<file path="src/rtl/cache_line_burst_adapter_if.sv">
// Cache-side and memory-side signal bundle of the line/word burst adapter.
// The adapter takes the slave view; the cache/memory environment takes master.
interface cache_line_burst_adapter_if #(
  parameter int WORD_W = 32,
  parameter int WORDS  = 8,
  parameter int ADDR_W = 32
) ();
  localparam int LINE_W = WORD_W * WORDS;

  logic [ADDR_W-1:0] addr;
  logic [ADDR_W-1:0] wb_addr;
  logic [LINE_W-1:0] c_line_i;
  logic              cl_read;
  logic              cl_write;
  logic [WORD_W-1:0] m_rdata;
  logic              m_ack;
  logic [ADDR_W-1:0] m_addr;
  logic [WORD_W-1:0] m_wdata;
  logic              m_we;
  logic              m_re;
  logic [LINE_W-1:0] c_line_o;
  logic              cl_busy;
  logic              cl_done;

  modport slave (
    input  addr, wb_addr, c_line_i,
    input  cl_read, cl_write,
    input  m_rdata, m_ack,
    output m_addr, m_wdata, m_we, m_re,
    output c_line_o, cl_busy, cl_done
  );

  modport master (
    output addr, wb_addr, c_line_i,
    output cl_read, cl_write,
    output m_rdata, m_ack,
    input  m_addr, m_wdata, m_we, m_re,
    input  c_line_o, cl_busy, cl_done
  );
endinterface

</file>
<file path="src/rtl/cache_line_burst_adapter.sv">
// Line-to-word burst bridge: serialises writebacks, deserialises fills,
// and chains writeback-then-fill for dirty evictions.
module cache_line_burst_adapter #(
  parameter int WORD_W = 32,
  parameter int WORDS  = 8,
  parameter int ADDR_W = 32
) (
  input logic                       CLK,
  input logic                       RST_N,
  cache_line_burst_adapter_if.slave bus
);
  localparam int BYTES = WORD_W / 8;
  localparam int OFF   = $clog2(WORDS * BYTES);
  localparam int BSH   = $clog2(BYTES);
  localparam int CNT_W = (WORDS > 2) ? $clog2(WORDS) : 1;

  localparam logic [CNT_W-1:0]  LAST = CNT_W'(WORDS - 1);
  localparam logic [ADDR_W-1:0] MASK =
    {{(ADDR_W - OFF){1'b1}}, {OFF{1'b0}}};

  typedef enum logic [1:0] {
    S_IDLE,
    S_WRITE,
    S_READ
  } state_t;

  state_t                       r_state;
  state_t                       w_next;
  logic [CNT_W-1:0]             r_cnt;
  logic [WORDS-1:0][WORD_W-1:0] r_wbuf;
  logic [WORDS-1:0][WORD_W-1:0] r_line;
  logic [ADDR_W-1:0]            r_wb_base;
  logic [ADDR_W-1:0]            r_rd_base;
  logic                         r_pend;
  logic                         r_done;

  logic              w_req;
  logic              w_beat;
  logic              w_last;
  logic [ADDR_W-1:0] w_off;

  assign w_req  = (r_state == S_IDLE) &
                  (bus.cl_read | bus.cl_write);
  assign w_beat = (r_state != S_IDLE) & bus.m_ack;
  assign w_last = w_beat & (r_cnt == LAST);
  assign w_off  = ADDR_W'(r_cnt) << BSH;

  assign bus.c_line_o = r_line;
  assign bus.cl_done  = r_done;

  // Next state and beat outputs, purely from the current state so that
  // an asynchronous reset drops the strobes without waiting for a clock.
  always_comb begin
    w_next      = r_state;
    bus.m_we    = 1'b0;
    bus.m_re    = 1'b0;
    bus.cl_busy = 1'b0;
    bus.m_addr  = '0;
    bus.m_wdata = '0;
    unique case (r_state)
      S_IDLE: begin
        if (bus.cl_write) begin
          w_next = S_WRITE;
        end else if (bus.cl_read) begin
          w_next = S_READ;
        end
      end
      S_WRITE: begin
        bus.m_we    = 1'b1;
        bus.cl_busy = 1'b1;
        bus.m_addr  = r_wb_base + w_off;
        bus.m_wdata = r_wbuf[r_cnt];
        if (w_last) begin
          w_next = r_pend ? S_READ : S_IDLE;
        end
      end
      S_READ: begin
        bus.m_re    = 1'b1;
        bus.cl_busy = 1'b1;
        bus.m_addr  = r_rd_base + w_off;
        if (w_last) begin
          w_next = S_IDLE;
        end
      end
      default: w_next = S_IDLE;
    endcase
  end

  // Request capture, beat counting, fill assembly and the done pulse.
  always_ff @(posedge CLK or negedge RST_N) begin
    if (!RST_N) begin
      r_state   <= S_IDLE;
      r_cnt     <= '0;
      r_wbuf    <= '0;
      r_line    <= '0;
      r_wb_base <= '0;
      r_rd_base <= '0;
      r_pend    <= 1'b0;
      r_done    <= 1'b0;
    end else begin
      r_state <= w_next;
      r_done  <= w_last &
                 ((r_state == S_READ) | ~r_pend);
      if (w_req) begin
        r_wbuf    <= bus.c_line_i;
        r_wb_base <= bus.wb_addr & MASK;
        r_rd_base <= bus.addr & MASK;
        r_pend    <= bus.cl_read & bus.cl_write;
        r_cnt     <= '0;
      end else if (w_beat) begin
        r_cnt <= w_last ? '0 : r_cnt + CNT_W'(1);
        if (r_state == S_READ) begin
          r_line[r_cnt] <= bus.m_rdata;
        end
      end
    end
  end
endmodule

</file>
<file path="src/flat_wrapper.sv">
// flat-port wrapper written by rule: the top's interface ports become plain ports
module cache_line_burst_adapter_flat 
#(
  parameter int WORD_W = 32,
  parameter int WORDS  = 8,
  parameter int ADDR_W = 32
)
  (CLK, RST_N, bus_addr, bus_wb_addr, bus_c_line_i, bus_cl_read, bus_cl_write, bus_m_rdata, bus_m_ack, bus_m_addr, bus_m_wdata, bus_m_we, bus_m_re, bus_c_line_o, bus_cl_busy, bus_cl_done);
  cache_line_burst_adapter_if #(.WORD_W(WORD_W), .WORDS(WORDS), .ADDR_W(ADDR_W)) bus_i ();
  input logic CLK;
  input logic RST_N;
  input wire logic [$bits(bus_i.addr)-1:0] bus_addr;
  input wire logic [$bits(bus_i.wb_addr)-1:0] bus_wb_addr;
  input wire logic [$bits(bus_i.c_line_i)-1:0] bus_c_line_i;
  input wire logic [$bits(bus_i.cl_read)-1:0] bus_cl_read;
  input wire logic [$bits(bus_i.cl_write)-1:0] bus_cl_write;
  input wire logic [$bits(bus_i.m_rdata)-1:0] bus_m_rdata;
  input wire logic [$bits(bus_i.m_ack)-1:0] bus_m_ack;
  output wire logic [$bits(bus_i.m_addr)-1:0] bus_m_addr;
  output wire logic [$bits(bus_i.m_wdata)-1:0] bus_m_wdata;
  output wire logic [$bits(bus_i.m_we)-1:0] bus_m_we;
  output wire logic [$bits(bus_i.m_re)-1:0] bus_m_re;
  output wire logic [$bits(bus_i.c_line_o)-1:0] bus_c_line_o;
  output wire logic [$bits(bus_i.cl_busy)-1:0] bus_cl_busy;
  output wire logic [$bits(bus_i.cl_done)-1:0] bus_cl_done;
  assign bus_i.addr = bus_addr;
  assign bus_i.wb_addr = bus_wb_addr;
  assign bus_i.c_line_i = bus_c_line_i;
  assign bus_i.cl_read = bus_cl_read;
  assign bus_i.cl_write = bus_cl_write;
  assign bus_i.m_rdata = bus_m_rdata;
  assign bus_i.m_ack = bus_m_ack;
  assign bus_m_addr = bus_i.m_addr;
  assign bus_m_wdata = bus_i.m_wdata;
  assign bus_m_we = bus_i.m_we;
  assign bus_m_re = bus_i.m_re;
  assign bus_c_line_o = bus_i.c_line_o;
  assign bus_cl_busy = bus_i.cl_busy;
  assign bus_cl_done = bus_i.cl_done;
  cache_line_burst_adapter #(.WORD_W(WORD_W), .WORDS(WORDS), .ADDR_W(ADDR_W)) u_core (.CLK(CLK), .RST_N(RST_N), .bus(bus_i));
endmodule
</file>
<file path="config.mk">
export PLATFORM = sky130hd
export DESIGN_NAME = cache_line_burst_adapter_flat
export DESIGN_NICKNAME = d
export VERILOG_FILES = /design/src/rtl/cache_line_burst_adapter_if.sv /design/src/rtl/cache_line_burst_adapter.sv /design/src/flat_wrapper.sv
export SDC_FILE = /design/constraint.sdc
export NUM_CORES = 1
export LEC_CHECK = 0
export ABC_AREA = 1
export ABC_CLOCK_PERIOD_IN_PS = 2100
export CORE_AREA = 8 8 256 258
export CTS_CLUSTER_DIAMETER = 150
export DETAILED_ROUTE_END_ITERATION = 16
export DIE_AREA = 0 0 264 266
export GPL_ROUTABILITY_DRIVEN = 0
export PLACE_DENSITY_LB_ADDON = 0.2
export RECOVER_POWER = 25
export SETUP_SLACK_MARGIN = 0.1
export SKIP_CTS_REPAIR_TIMING = 1
export SLEW_MARGIN = 20
export SYNTH_ARGS = -nofsm -noshare
export SYNTH_HDL_FRONTEND = slang
export SYNTH_SLANG_ARGS = --single-unit
export TNS_END_PERCENT = 10
</file>
<file path="constraint.sdc">
create_clock -name CLK -period 2.1 [get_ports CLK]
set_input_delay 0.42 -clock CLK [delete_from_list [all_inputs] [get_ports CLK]]
set_output_delay 0.42 -clock CLK [all_outputs]
set_load 0.02 [all_outputs]
</file>
==> qor.txt, run 1 <==
CRITICAL PATH
---------------------------------------------------------------------------------
CP startpoint kind .................................................    flip-flop
Worst setup EP type ................................................ primary output
Setup Crit Path Kind ...............................................   reg -> out
Crit Path Max Fanout ...............................................            8
CP required ........................................................      1.68 ns
Arrival time at the worst endpoint .................................      2.34 ns

GLOBAL ROUTE
---------------------------------------------------------------------------------
Initial antenna violation count ....................................            6
Overall Global Routing Usage .......................................        25.1%
Pin count of the biggest net entering global routing ...............           84
Vias in the first global route .....................................        22000
Remaining global-route overflow ....................................            0
Global-route wire length before repair .............................       137 mm

SYNTHESIS
---------------------------------------------------------------------------------
Number of register bits inferred by synthesis ......................          573
Number of instances in the synthesized netlist .....................         3037
Fraction of registers with async set or reset after synthesis ......         100%
Sequential element share of the synthesized area ...................        58.6%
Cell with the most instances after synthesis .......................      nand2_1
Top post-synthesis cells by area ................................... dfrtp_1, nand2_1, a21oi_1
Synth unique cells .................................................           28
Post-synth top area cell ...........................................      dfrtp_1
Mean instance size in the synthesized netlist ......................    8.06 um^2
Yosys warns ........................................................            0
Number of flops mapped to enable cells by yosys ....................            0
Leading post-synthesis cells by instance count ..................... nand2_1, dfrtp_1, a21oi_1, o21ai_1, clkbuf_1
Top cell type's share of synthesized area ..........................        58.6%
Dominant synthesized flop cell .....................................      dfrtp_1
Post-synthesis instance area .......................................   24500 um^2

FINISH
---------------------------------------------------------------------------------
Area of all placed cells without fillers ...........................   35900 um^2
Area used by multi-input combinational logic .......................    9420 um^2
Register area ......................................................   14300 um^2
Layout overhead on the synthesized area ............................        46.7%
Final #Nets ........................................................         4131
Fillers ............................................................         5518
Fraction of final layout cells sized beyond drive strength 1 .......        11.7%

FLOORPLAN
---------------------------------------------------------------------------------
Row count ..........................................................           91
Area of the die ....................................................   70200 um^2
Starting density of the core .......................................        39.9%
Chip Height ........................................................       266 um
Io pins ............................................................          681
Core area ..........................................................   61300 um^2
X dimension of the die .............................................       264 um

TIMING
---------------------------------------------------------------------------------
Final Max Tran Viols ...............................................            0
Share of the cycle needed by the critical path after routing .......         131%
Final WS setup .....................................................    -0.659 ns
Worst-case clock skew ..............................................    0.0190 ns
Number of hold violations in the final report ......................            0
Post-Route Setup TNS ...............................................    -30.28 ns
Maximum operating frequency ........................................      362 MHz
RSZ-0062 raised after global routing ...............................         true
Remaining max-slew budget at the tightest pin ......................        21.9%
Total of endpoints with negative setup slack in the final report ...           69
Measured slew at the worst slew-check pin ..........................      1.17 ns
Time the final worst path needs with I/O delays and setup ..........      2.76 ns

CLOCK NETWORK
---------------------------------------------------------------------------------
Root Buffer ........................................................    clkbuf_16
CTS tree ...........................................................          yes
Sinks on Clock Net .................................................          573
Total clock buffers created by CTS .................................           61
Clock slew seen by the registers of the worst setup and hold paths .      0.07 ns
Insertion delay of the later-clocked pin in the worst-skew pair ....      0.62 ns
H-tree lvl count ...................................................            2
Buffers from clock root to sink, at most ...........................            3

MIN PATH
---------------------------------------------------------------------------------
Class of the worst hold path .......................................    in -> reg

DETAILED ROUTING
---------------------------------------------------------------------------------
Count of nets left with antenna violations after detail routing ....            0
Routed wire per std cell ...........................................      20.2 um
Mean number of vias per cell .......................................         4.90
Starting DRC count in detailed routing .............................         1884
Routed via count ...................................................        22600
Iteration count of the initial detailed-routing pass ...............            5
Wire length after detailed routing .................................      93.4 mm
Remaining DRCs .....................................................            0

PLACEMENT
---------------------------------------------------------------------------------
Post-detailed-placement cell area ..................................   33100 um^2
Post-DP HPWL .......................................................      68.8 mm
Number of buffers added on ports ...................................          668

PWR
---------------------------------------------------------------------------------
Power density cells ................................................ 1450 nW/um^2
Leak Pwr ...........................................................      18.0 nW
VDD IR-drop max ....................................................     0.818 mV

RUN STATUS
---------------------------------------------------------------------------------
Violations in the final reports .................................... setup timing
Status ............................................................. finished, violations left

JOB
---------------------------------------------------------------------------------
Maximum capacitance violations .....................................            0

-- report_power, final --
group	internal (mW)	leakage [nW]	switching, mW
clock	6.25	0.998	4.60
sequential	15.3	7.34	2.79
combinational	9.63	9.65	13.5
-- path summary, 6_finish.rpt --
kind,from,endpoint,slack (ns),cells past startpoint
max in group asynchronous,RST_N,u_core.r_wbuf[118],0.12,4
worst max-delay path,u_core.r_cnt[0],bus_m_wdata[2],-0.66,11
min in group asynchronous,RST_N,u_core.bus.c_line_o[76],0.55,2
worst min-delay path,bus_c_line_i[136],u_core.r_wbuf[136],0.34,3
worst max register to register,u_core.r_cnt[0],u_core.r_state[0],-0.10,11
worst min register to register,u_core.r_wb_base[31],u_core.r_wb_base[31],0.48,2
-- registers in the layout (all words and copies together) (netlist names) --
name	flops
u_core.r_cnt	3
u_core.r_wb_base	27
u_core.r_state	2
u_core.bus.cl_done	1
u_core.r_pend	1
u_core.r_wbuf	256
u_core.bus.c_line_o	256
u_core.r_rd_base	27
-- worst max-delay path, stage by stage (launching register included) --
cell and delay (ns):
dfrtp_4 0.54, clkinv_8 0.12, buf_12 0.13, clkbuf_16 0.14, nand2_1 0.05, nand2_1 0.07
nand2_1 0.06, nand2_2 0.11, nand2_4 0.07, a21oi_2 0.16, buf_4 0.15, buf_6 0.12
-- final cells by class --
| cell class | count | area share [%] |
|---|---|---|
| sequential | 573 | 40.0 |
| multi-input combinational | 2237 | 26.2 |
| timing repair buffer | 847 | 24.8 |
| clock buffer | 84 | 4.91 |
| tap | 790 | 2.75 |
| clock inverter | 29 | 0.743 |
| inverter | 48 | 0.582 |
| antenna | 5 | 0.0349 |
-- logic make-up after synthesis --
family,Yosys count,synth area share (%)
buffers and inverters,228,4.49
flip-flops,573,58.6
other,1,0.0153
AND/OR/NAND/NOR,1902,29.9
adder cells (fa/ha/maj),6,0.307
AO/OA/AOI/OAI,327,6.70
-- routing by layer --
layer / up-vias / track usage, % / wire length [um]
li1: 10900 / - / -
met1: 10800 / 31.7 / 38000
met2: 816 / 42.6 / 45500
met3: 174 / 5.29 / 6180
met4: 2 / 9.04 / 3720
met5: - / 0 / 13
-- cells in the final DEF, fill, tap and decap left out, drive strengths merged --
master / netlist / layout
buf: 89 / 212
dlymetal6s2s: 0 / 6
conb: 1 / 2
clkdlybuf4s50: 0 / 603
nand3: 12 / 12
nor2: 78 / 78
ha: 6 / 6
o211ai: 1 / 1
dfrtp: 573 / 573
clkinvlp: 0 / 6
or2: 1 / 1
clkbuf: 91 / 109
diode: 0 / 5
inv: 47 / 50
o21ai: 202 / 202
clkinv: 1 / 18
bufinv: 0 / 3
nand2: 1806 / 1806
a21oi: 123 / 123
o22ai: 1 / 1
nand4: 5 / 5
dlygate4sd3: 0 / 1
-- metrics by stage --
stage | instances | utilization, % | setup WS, ns | total power, mW | hold WS (ns)
after floorplan | 3038 | - | 0.104 | 29.3 | 0.124
after global placement | 4463 | 54.0 | -0.444 | 39.4 | 0.336
after detailed placement | 4463 | 54.0 | -0.453 | 39.6 | 0.339
after CTS | 4576 | 57.3 | -1.16 | 50.6 | -0.330
after global routing | 4612 | 58.6 | -0.748 | 55.3 | 0.320
final | 4613 | 58.6 | -0.659 | 52.1 | 0.336
No activity file was read; power rests on OpenSTA's default activity.
==> run 2: changes to the inputs <==
Settings changed: SKIP_LAST_GASP from default to 1.
==> run 2 against run 1 <==
  * The run still ends with setup timing left
  * Non-clock buffer count unchanged
  * Combinational power about the same
  * Highest routed layer unchanged
  * Largest cell class unchanged
  * Critical endpoint unchanged
  * Clock power about the same
==> qor.txt, run 2 (same netlist as run 1, synthesis figures left out) <==
RUN STATUS
---------------------------------------------------------------------------------
Status ............................................................. finished, violations left
Violations in the final reports .................................... setup timing

GLOBAL ROUTE
---------------------------------------------------------------------------------
Met2 track demand over resource ....................................        42.6%   unchanged
Overall Global Routing Usage .......................................        25.1%   unchanged
Initial antenna violation count ....................................            6   unchanged
Met1 Resource Use GR ...............................................        31.7%   unchanged
Pin count of the biggest net entering global routing ...............           84   unchanged
Remaining global-route overflow ....................................            0   unchanged
Global Route met3 Usage ............................................        5.29%   unchanged
Vias in the first global route .....................................        22000   unchanged
Most used routing layer ............................................         met2
Global-route wire length before repair .............................       137 mm   unchanged

FINISH
---------------------------------------------------------------------------------
Layout overhead on the synthesized area ............................        46.7%   about the same
Fillers ............................................................         5519   +0.018%
Final #Nets ........................................................         4131   unchanged
Most common cell after layout, fill and taps aside .................      nand2_1
Area of all placed cells without fillers ...........................   35900 um^2   about the same
Leading cell types in the layout, fill and taps excluded ........... nand2_1, clkdlybuf4s50_1, dfrtp_1, o21ai_1, buf_4
Fraction of final layout cells sized beyond drive strength 1 .......        11.7%   -0.026 points

CLOCK NETWORK
---------------------------------------------------------------------------------
H-tree lvl count ...................................................            2   unchanged
Clock slew seen by the registers of the worst setup and hold paths .      0.07 ns   about the same
Buffers from clock root to sink, at most ...........................            3   unchanged
CTS tree ...........................................................          yes
Total clock buffers created by CTS .................................           61   unchanged
Sinks on Clock Net .................................................          573   unchanged
Insertion delay of the later-clocked pin in the worst-skew pair ....      0.62 ns   about the same
Root Buffer ........................................................    clkbuf_16

TIMING
---------------------------------------------------------------------------------
Final WS setup .....................................................    -0.675 ns   -0.0159 ns
Number of hold violations in the final report ......................            0   unchanged
Total of endpoints with negative setup slack in the final report ...           69   unchanged
Remaining max-slew budget at the tightest pin ......................        22.7%   +0.78 points
RSZ-0062 raised after global routing ...............................         true
Time the final worst path needs with I/O delays and setup ..........      2.77 ns   +0.0159 ns
Measured slew at the worst slew-check pin ..........................      1.16 ns   -0.0117 ns
Final Max Tran Viols ...............................................            0   unchanged
Maximum operating frequency ........................................      360 MHz   -0.57%
Share of the cycle needed by the critical path after routing .......         132%   +0.76 points
Worst-case clock skew ..............................................    0.0184 ns   -0.000682 ns

DETAILED ROUTING
---------------------------------------------------------------------------------
Remaining DRCs .....................................................            0   unchanged
Mean number of vias per cell .......................................         4.92   +0.37%
Routed wire per std cell ...........................................      20.3 um   +0.17%
Count of nets left with antenna violations after detail routing ....            0   unchanged
Iteration count of the initial detailed-routing pass ...............            6   +1
Starting DRC count in detailed routing .............................         1832   -2.8%
Wire length after detailed routing .................................      93.6 mm   +0.17%
Routed via count ...................................................        22700   +0.37%

FLOORPLAN
---------------------------------------------------------------------------------
Row count ..........................................................           91   unchanged
Area of the die ....................................................   70200 um^2   unchanged
Chip Height ........................................................       266 um   unchanged
Starting density of the core .......................................        39.9%   unchanged
X dimension of the die .............................................       264 um   unchanged
Io pins ............................................................          681   unchanged
Core area ..........................................................   61300 um^2   unchanged

PWR
---------------------------------------------------------------------------------
Clock Power Share ..................................................        20.8%   about the same
VDD IR-drop max ....................................................     0.821 mV   +0.38%
Sequential share of power ..........................................        34.7%   about the same
Post-layout total power ............................................      52.1 mW   about the same
Proportion of total power due to net switching .....................        40.2%   +0.043 points
Leak Pwr ...........................................................      18.0 nW   about the same
Internal power .....................................................      31.2 mW   about the same
Power density cells ................................................ 1450 nW/um^2   about the same
Combinational cell fraction of total power .........................        44.5%   about the same
P_sw ...............................................................      21.0 mW   +0.15%

CRITICAL PATH
---------------------------------------------------------------------------------
Length in cells of the worst reg-to-reg path .......................           11   unchanged
Arrival time at the worst endpoint .................................      2.35 ns   about the same
Crit Path Max Fanout ...............................................            8   unchanged
Setup Crit Path Kind ...............................................   reg -> out
Flop2flop setup slack ..............................................     -0.10 ns   about the same
CP startpoint kind .................................................    flip-flop
Worst setup EP type ................................................ primary output
CP required ........................................................      1.68 ns   about the same

PLACEMENT
---------------------------------------------------------------------------------
Post-DP HPWL .......................................................      68.8 mm   unchanged
Post-detailed-placement cell area ..................................   33100 um^2   unchanged
Worst Setup Slack post-DPL .........................................    -0.453 ns   unchanged
Number of buffers added on ports ...................................          668   unchanged

JOB
---------------------------------------------------------------------------------
Maximum capacitance violations .....................................            0   unchanged

MIN PATH
---------------------------------------------------------------------------------
Number of stages on the worst hold path ............................            3   unchanged
Class of the worst hold path .......................................    in -> reg

-- run 2: power groups by stage --
stage | sequential, mW | combinational (mW) | clock [mW]
final | 18.1 | 23.2 | 10.8
after global routing | 18.5 | 25.4 | 11.5
after CTS | 18.0 | 21.6 | 11.0
after detailed placement | 18.1 | 21.5 | 0
after global placement | 18.1 | 21.3 | 0
after floorplan | 18.8 | 10.5 | 0
-- run 2: stage by stage --
| stage | hold WS (ns) | utilization (%) | cells | TNS [ns] |
|---|---|---|---|---|
| 6_report | 0.334 | 58.6 | 4613 | -30.51 |
| 5_1_grt | 0.320 | 58.6 | 4612 | -43.87 |
| 4_1_cts | -0.330 | 57.3 | 4576 | -55.13 |
| 3_5_place_dp | 0.339 | 54.0 | 4463 | -14.57 |
| 3_3_place_gp | 0.336 | 54.0 | 4463 | -13.60 |
| 2_1_floorplan | 0.124 | - | 3038 | 0 |
-- run 2: critical path, cell delays in order (launching register included) --
cell and delay, ns:
dfrtp_4 0.54, clkinv_8 0.12, buf_12 0.13, clkbuf_16 0.14, nand2_1 0.05, nand2_1 0.07
nand2_1 0.06, nand2_2 0.12, nand2_4 0.07, a21oi_2 0.16, buf_4 0.15, buf_6 0.11
-- run 2: metal layers --
| layer | up-vias | wire (um) | share of wire [%] |
|---|---|---|---|
| met3 | 177 | 6280 | 6.7 |
| met4 | 2 | 3640 | 3.9 |
| li1 | 10900 | - | - |
| met5 | - | 13 | 0.014 |
| met1 | 10800 | 37900 | 41 |
| met2 | 856 | 45700 | 49 |
-- run 2: worst paths after layout --
kind,start,to
setup reg to reg,u_core.r_cnt[0],u_core.r_state[0]
setup / recovery,u_core.r_cnt[0],bus_m_wdata[2]
max in group asynchronous,RST_N,u_core.r_wbuf[118]
min in group asynchronous,RST_N,u_core.bus.c_line_o[76]
hold / removal,bus_c_line_i[136],u_core.r_wbuf[136]
hold reg to reg,u_core.r_wb_base[31],u_core.r_wb_base[31]
-- run 2: area by class of cell --
cell class / count / area, um^2 / area share [%]
antenna: 5 / 12.5 / 0.0349
clock buffer: 84 / 1760 / 4.91
clock inverter: 29 / 267 / 0.743
inverter: 48 / 209 / 0.582
multi-input combinational: 2237 / 9420 / 26.2
sequential: 573 / 14300 / 40.0
tap: 790 / 988 / 2.75
timing repair buffer: 847 / 8880 / 24.8
==> run 3: changes to the inputs <==
==> constraint.sdc (replaced) <==
create_clock -name CLK -period 2.1 [get_ports CLK]
set_input_delay 0.315 -clock CLK [delete_from_list [all_inputs] [get_ports CLK]]
set_output_delay 0.315 -clock CLK [all_outputs]
set_load 0.02 [all_outputs]
==> run 3 against run 2 <==
  * The run ends with capacitance limit, slew limit, setup timing left
  * Final area fell by 1.2%
  * Critical path depth fell by 1
  * Setup slack better by 0.20 ns
  * Clock skew decreased by 0.0032 ns
  * Via count is 1.6% lower
  * First-iteration DRC count decreased by 7.0%
  * Sequential share of layout area is 0.48 points higher
  * Highest routed layer unchanged
  * Maximum frequency up 7.6%
  * Total power fell by 1.9%
  * Non-clock buffer count shrank 40
==> qor.txt, run 3 (same netlist as run 1, synthesis figures left out) <==
FLOORPLAN
---------------------------------------------------------------------------------
Starting density of the core .......................................        39.9%   unchanged
Row count ..........................................................           91   unchanged
Area of the die ....................................................   70200 um^2   unchanged
Chip Height ........................................................       266 um   unchanged
Io pins ............................................................          681   unchanged
Core area ..........................................................   61300 um^2   unchanged
X dimension of the die .............................................       264 um   unchanged

GLOBAL ROUTE
---------------------------------------------------------------------------------
Global-route wire length before repair .............................       137 mm   about the same
Initial antenna violation count ....................................           21   +15
Met2 track demand over resource ....................................        42.5%   -0.11 points
Remaining global-route overflow ....................................            0   unchanged
Most used routing layer ............................................         met2
Met1 Resource Use GR ...............................................        30.2%   -1.5 points
Pin count of the biggest net entering global routing ...............           86   +2.4%
Global Route met3 Usage ............................................        7.84%   +2.6 points
Vias in the first global route .....................................        22000   +0.11%
Overall Global Routing Usage .......................................        25.2%   +0.076 points

JOB
---------------------------------------------------------------------------------
Maximum capacitance violations .....................................            1   +1

CLOCK NETWORK
---------------------------------------------------------------------------------
Total clock buffers created by CTS .................................           66   +8.2%
CTS tree ...........................................................          yes
Insertion delay of the later-clocked pin in the worst-skew pair ....      0.60 ns   -0.02 ns
Sinks on Clock Net .................................................          573   unchanged
Clock slew seen by the registers of the worst setup and hold paths .      0.06 ns   about the same
H-tree lvl count ...................................................            3   +1
Buffers from clock root to sink, at most ...........................            3   unchanged
Root Buffer ........................................................    clkbuf_16

CRITICAL PATH
---------------------------------------------------------------------------------
Cell class contributing the biggest share of worst-path delay ...... buffers and inverters
Highest-delay cell along the critical path .........................      dfrtp_4
Setup Crit Path Kind ...............................................   reg -> out
Number of buffers and inverters on the critical path ...............            4   -1
CP startpoint kind .................................................    flip-flop
Length in cells of the worst reg-to-reg path .......................           10   -1
Crit Path Max Fanout ...............................................           15   +7
Arrival time at the worst endpoint .................................      2.26 ns   -0.09 ns
Worst reg2reg path startpoint ...................................... u_core.r_state[0]
CP required ........................................................      1.78 ns   +0.10 ns
Library cell appearing most often on the critical path .............      nand2_1
Flop2flop setup slack ..............................................      0.13 ns   +0.23 ns
Worst setup EP type ................................................ primary output
Slowest Stage Delay on Critical Path ...............................      0.48 ns   -0.06 ns
Ordered cell list for the critical path ............................ buf_6 > buf_12 > buf_4 > nand2_1 > nand2_1 > nand2_1 > nand2_2 > nand2_2 > a21oi_2 > buf_6
Worst flop-to-flop path endpoint ................................... u_core.bus.c_line_o[243]

FINISH
---------------------------------------------------------------------------------
Fraction of final layout cells sized beyond drive strength 1 .......        9.38%   -2.3 points
Leading cell types in the layout, fill and taps excluded ........... nand2_1, clkdlybuf4s50_1, dfrtp_1, o21ai_1, a21oi_1
Final #Nets ........................................................         4096   -0.85%
Fillers ............................................................         5570   +0.92%
Most common cell after layout, fill and taps aside .................      nand2_1
Layout overhead on the synthesized area ............................        44.9%

DETAILED ROUTING
---------------------------------------------------------------------------------
Iteration count of the initial detailed-routing pass ...............            5   -1
Routed via count ...................................................        22400   -1.6%
Mean number of vias per cell .......................................         4.88   -0.91%
Count of nets left with antenna violations after detail routing ....            0   unchanged
Remaining DRCs .....................................................            0   unchanged
Routed wire per std cell ...........................................      20.0 um   -1.2%
Starting DRC count in detailed routing .............................         1703   -7.0%
Wire length after detailed routing .................................      91.8 mm   -1.8%

TIMING
---------------------------------------------------------------------------------
Number of hold violations in the final report ......................            0   unchanged
Final Max Tran Viols ...............................................           49   +49
Total of endpoints with negative setup slack in the final report ...           65   -5.8%
Measured slew at the worst slew-check pin ..........................      1.74 ns   +0.581 ns
Maximum operating frequency ........................................      388 MHz   +7.6%
Remaining max-slew budget at the tightest pin ......................       -16.0%   -39 points
Final WS setup .....................................................    -0.478 ns   +0.197 ns
Time the final worst path needs with I/O delays and setup ..........      2.58 ns   -0.197 ns
Worst-case clock skew ..............................................    0.0151 ns   -0.00323 ns
Share of the cycle needed by the critical path after routing .......         123%   -9.4 points
RSZ-0062 raised after global routing ...............................         true
Hold slack .........................................................     0.247 ns   -0.0877 ns

PLACEMENT
---------------------------------------------------------------------------------
Worst Setup Slack post-DPL .........................................    -0.312 ns   +0.140 ns
Post-DP HPWL .......................................................      68.3 mm   -0.78%
Number of buffers added on ports ...................................          668   unchanged

PWR
---------------------------------------------------------------------------------
Power density cells ................................................ 1440 nW/um^2   -0.71%
Leak Pwr ...........................................................      18.1 nW   +0.74%
VDD IR-drop max ....................................................     0.815 mV   -0.73%
Post-layout total power ............................................      51.2 mW   -1.9%

RUN STATUS
---------------------------------------------------------------------------------
Violations in the final reports .................................... capacitance limit, slew limit, setup timing
Status ............................................................. finished, violations left

MIN PATH
---------------------------------------------------------------------------------
Number of stages on the worst hold path ............................            3   unchanged
Launch instance of the worst min-delay path ........................ bus_c_line_i[186]
Class of the worst hold path .......................................    in -> reg
Worst hold path endpoint ........................................... u_core.r_wbuf[186]

## run 3: cell types whose count changed in the layout (fill, tap and decap cells not counted), sizes merged
cell,before,now
diode,5,8
clkinvlp,6,1
buf,212,154
bufinv,3,1
clkdlybuf4s50,603,605
dlymetal6s2s,6,30
clkbuf,109,120
clkinv,18,13
## run 3: cell type report
| cell class | instances | area, um^2 | share of cell area [%] |
|---|---|---|---|
| inverters | 48 | 203 | 0.572 |
| clock buffers | 103 | 1960 | 5.53 |
| flip-flops and latches | 573 | 14300 | 40.5 |
| repair buffers | 807 | 8510 | 24.0 |
| diodes | 8 | 20.0 | 0.0565 |
| clock inverters | 17 | 154 | 0.434 |
| well taps | 790 | 988 | 2.79 |
| multi-input cells | 2237 | 9270 | 26.2 |
## run 3: worst max-delay path by stage
stage	slack, ns	to	from	cells past startpoint
after global routing	-0.56	bus_m_wdata[11]	u_core.r_cnt[0]	10
final	-0.48	bus_m_wdata[12]	u_core.r_cnt[0]	10
after CTS	-0.95	bus_m_wdata[28]	u_core.r_cnt[0]	9
after detailed placement	-0.31	bus_m_wdata[28]	u_core.r_cnt[0]	9
after floorplan	0.09	bus_m_addr[11]	u_core.r_state[1]	6
after global placement	-0.29	bus_m_wdata[24]	u_core.r_cnt[0]	9
## run 3: worst register-to-register path, cell delays in order, from the launching register on
cell,delay [ns]
dfrtp_1,0.39
inv_1,0.10
ha_1,0.23
inv_2,0.09
nand2_2,0.12
nor2_8,0.27
inv_4,0.11
nor2_8,0.15
buf_12,0.23
nor2_1,0.08
a21oi_1,0.14
## run 3: per-stage QoR
step / std cells / area (um^2) / TNS (ns) / utilization (%)
2_1_floorplan: 3038 / 24500 / 0 / -
3_3_place_gp: 4447 / 32900 / -7.19 / 53.8
3_5_place_dp: 4447 / 32900 / -7.58 / 53.8
4_1_cts: 4567 / 35000 / -45.80 / 57.2
5_1_grt: 4583 / 35500 / -41.79 / 57.9
6_report: 4583 / 35500 / -22.99 / 57.9
## run 3: power by group
part	switching [mW]	total [mW]	leakage, nW	internal [mW]
logic	13.1	22.1	9.74	8.94
registers	2.56	17.9	7.34	15.3
clock network	4.64	11.2	1.04	6.58
total	20.3	51.2	18.1	30.8
## run 3: routing by layer
layer  up-vias  share of wire, %
li1      10800                 -
met1     10600                40
met2       785                49
met3       162               7.9
met4        20               3.5
met5         -              0.15
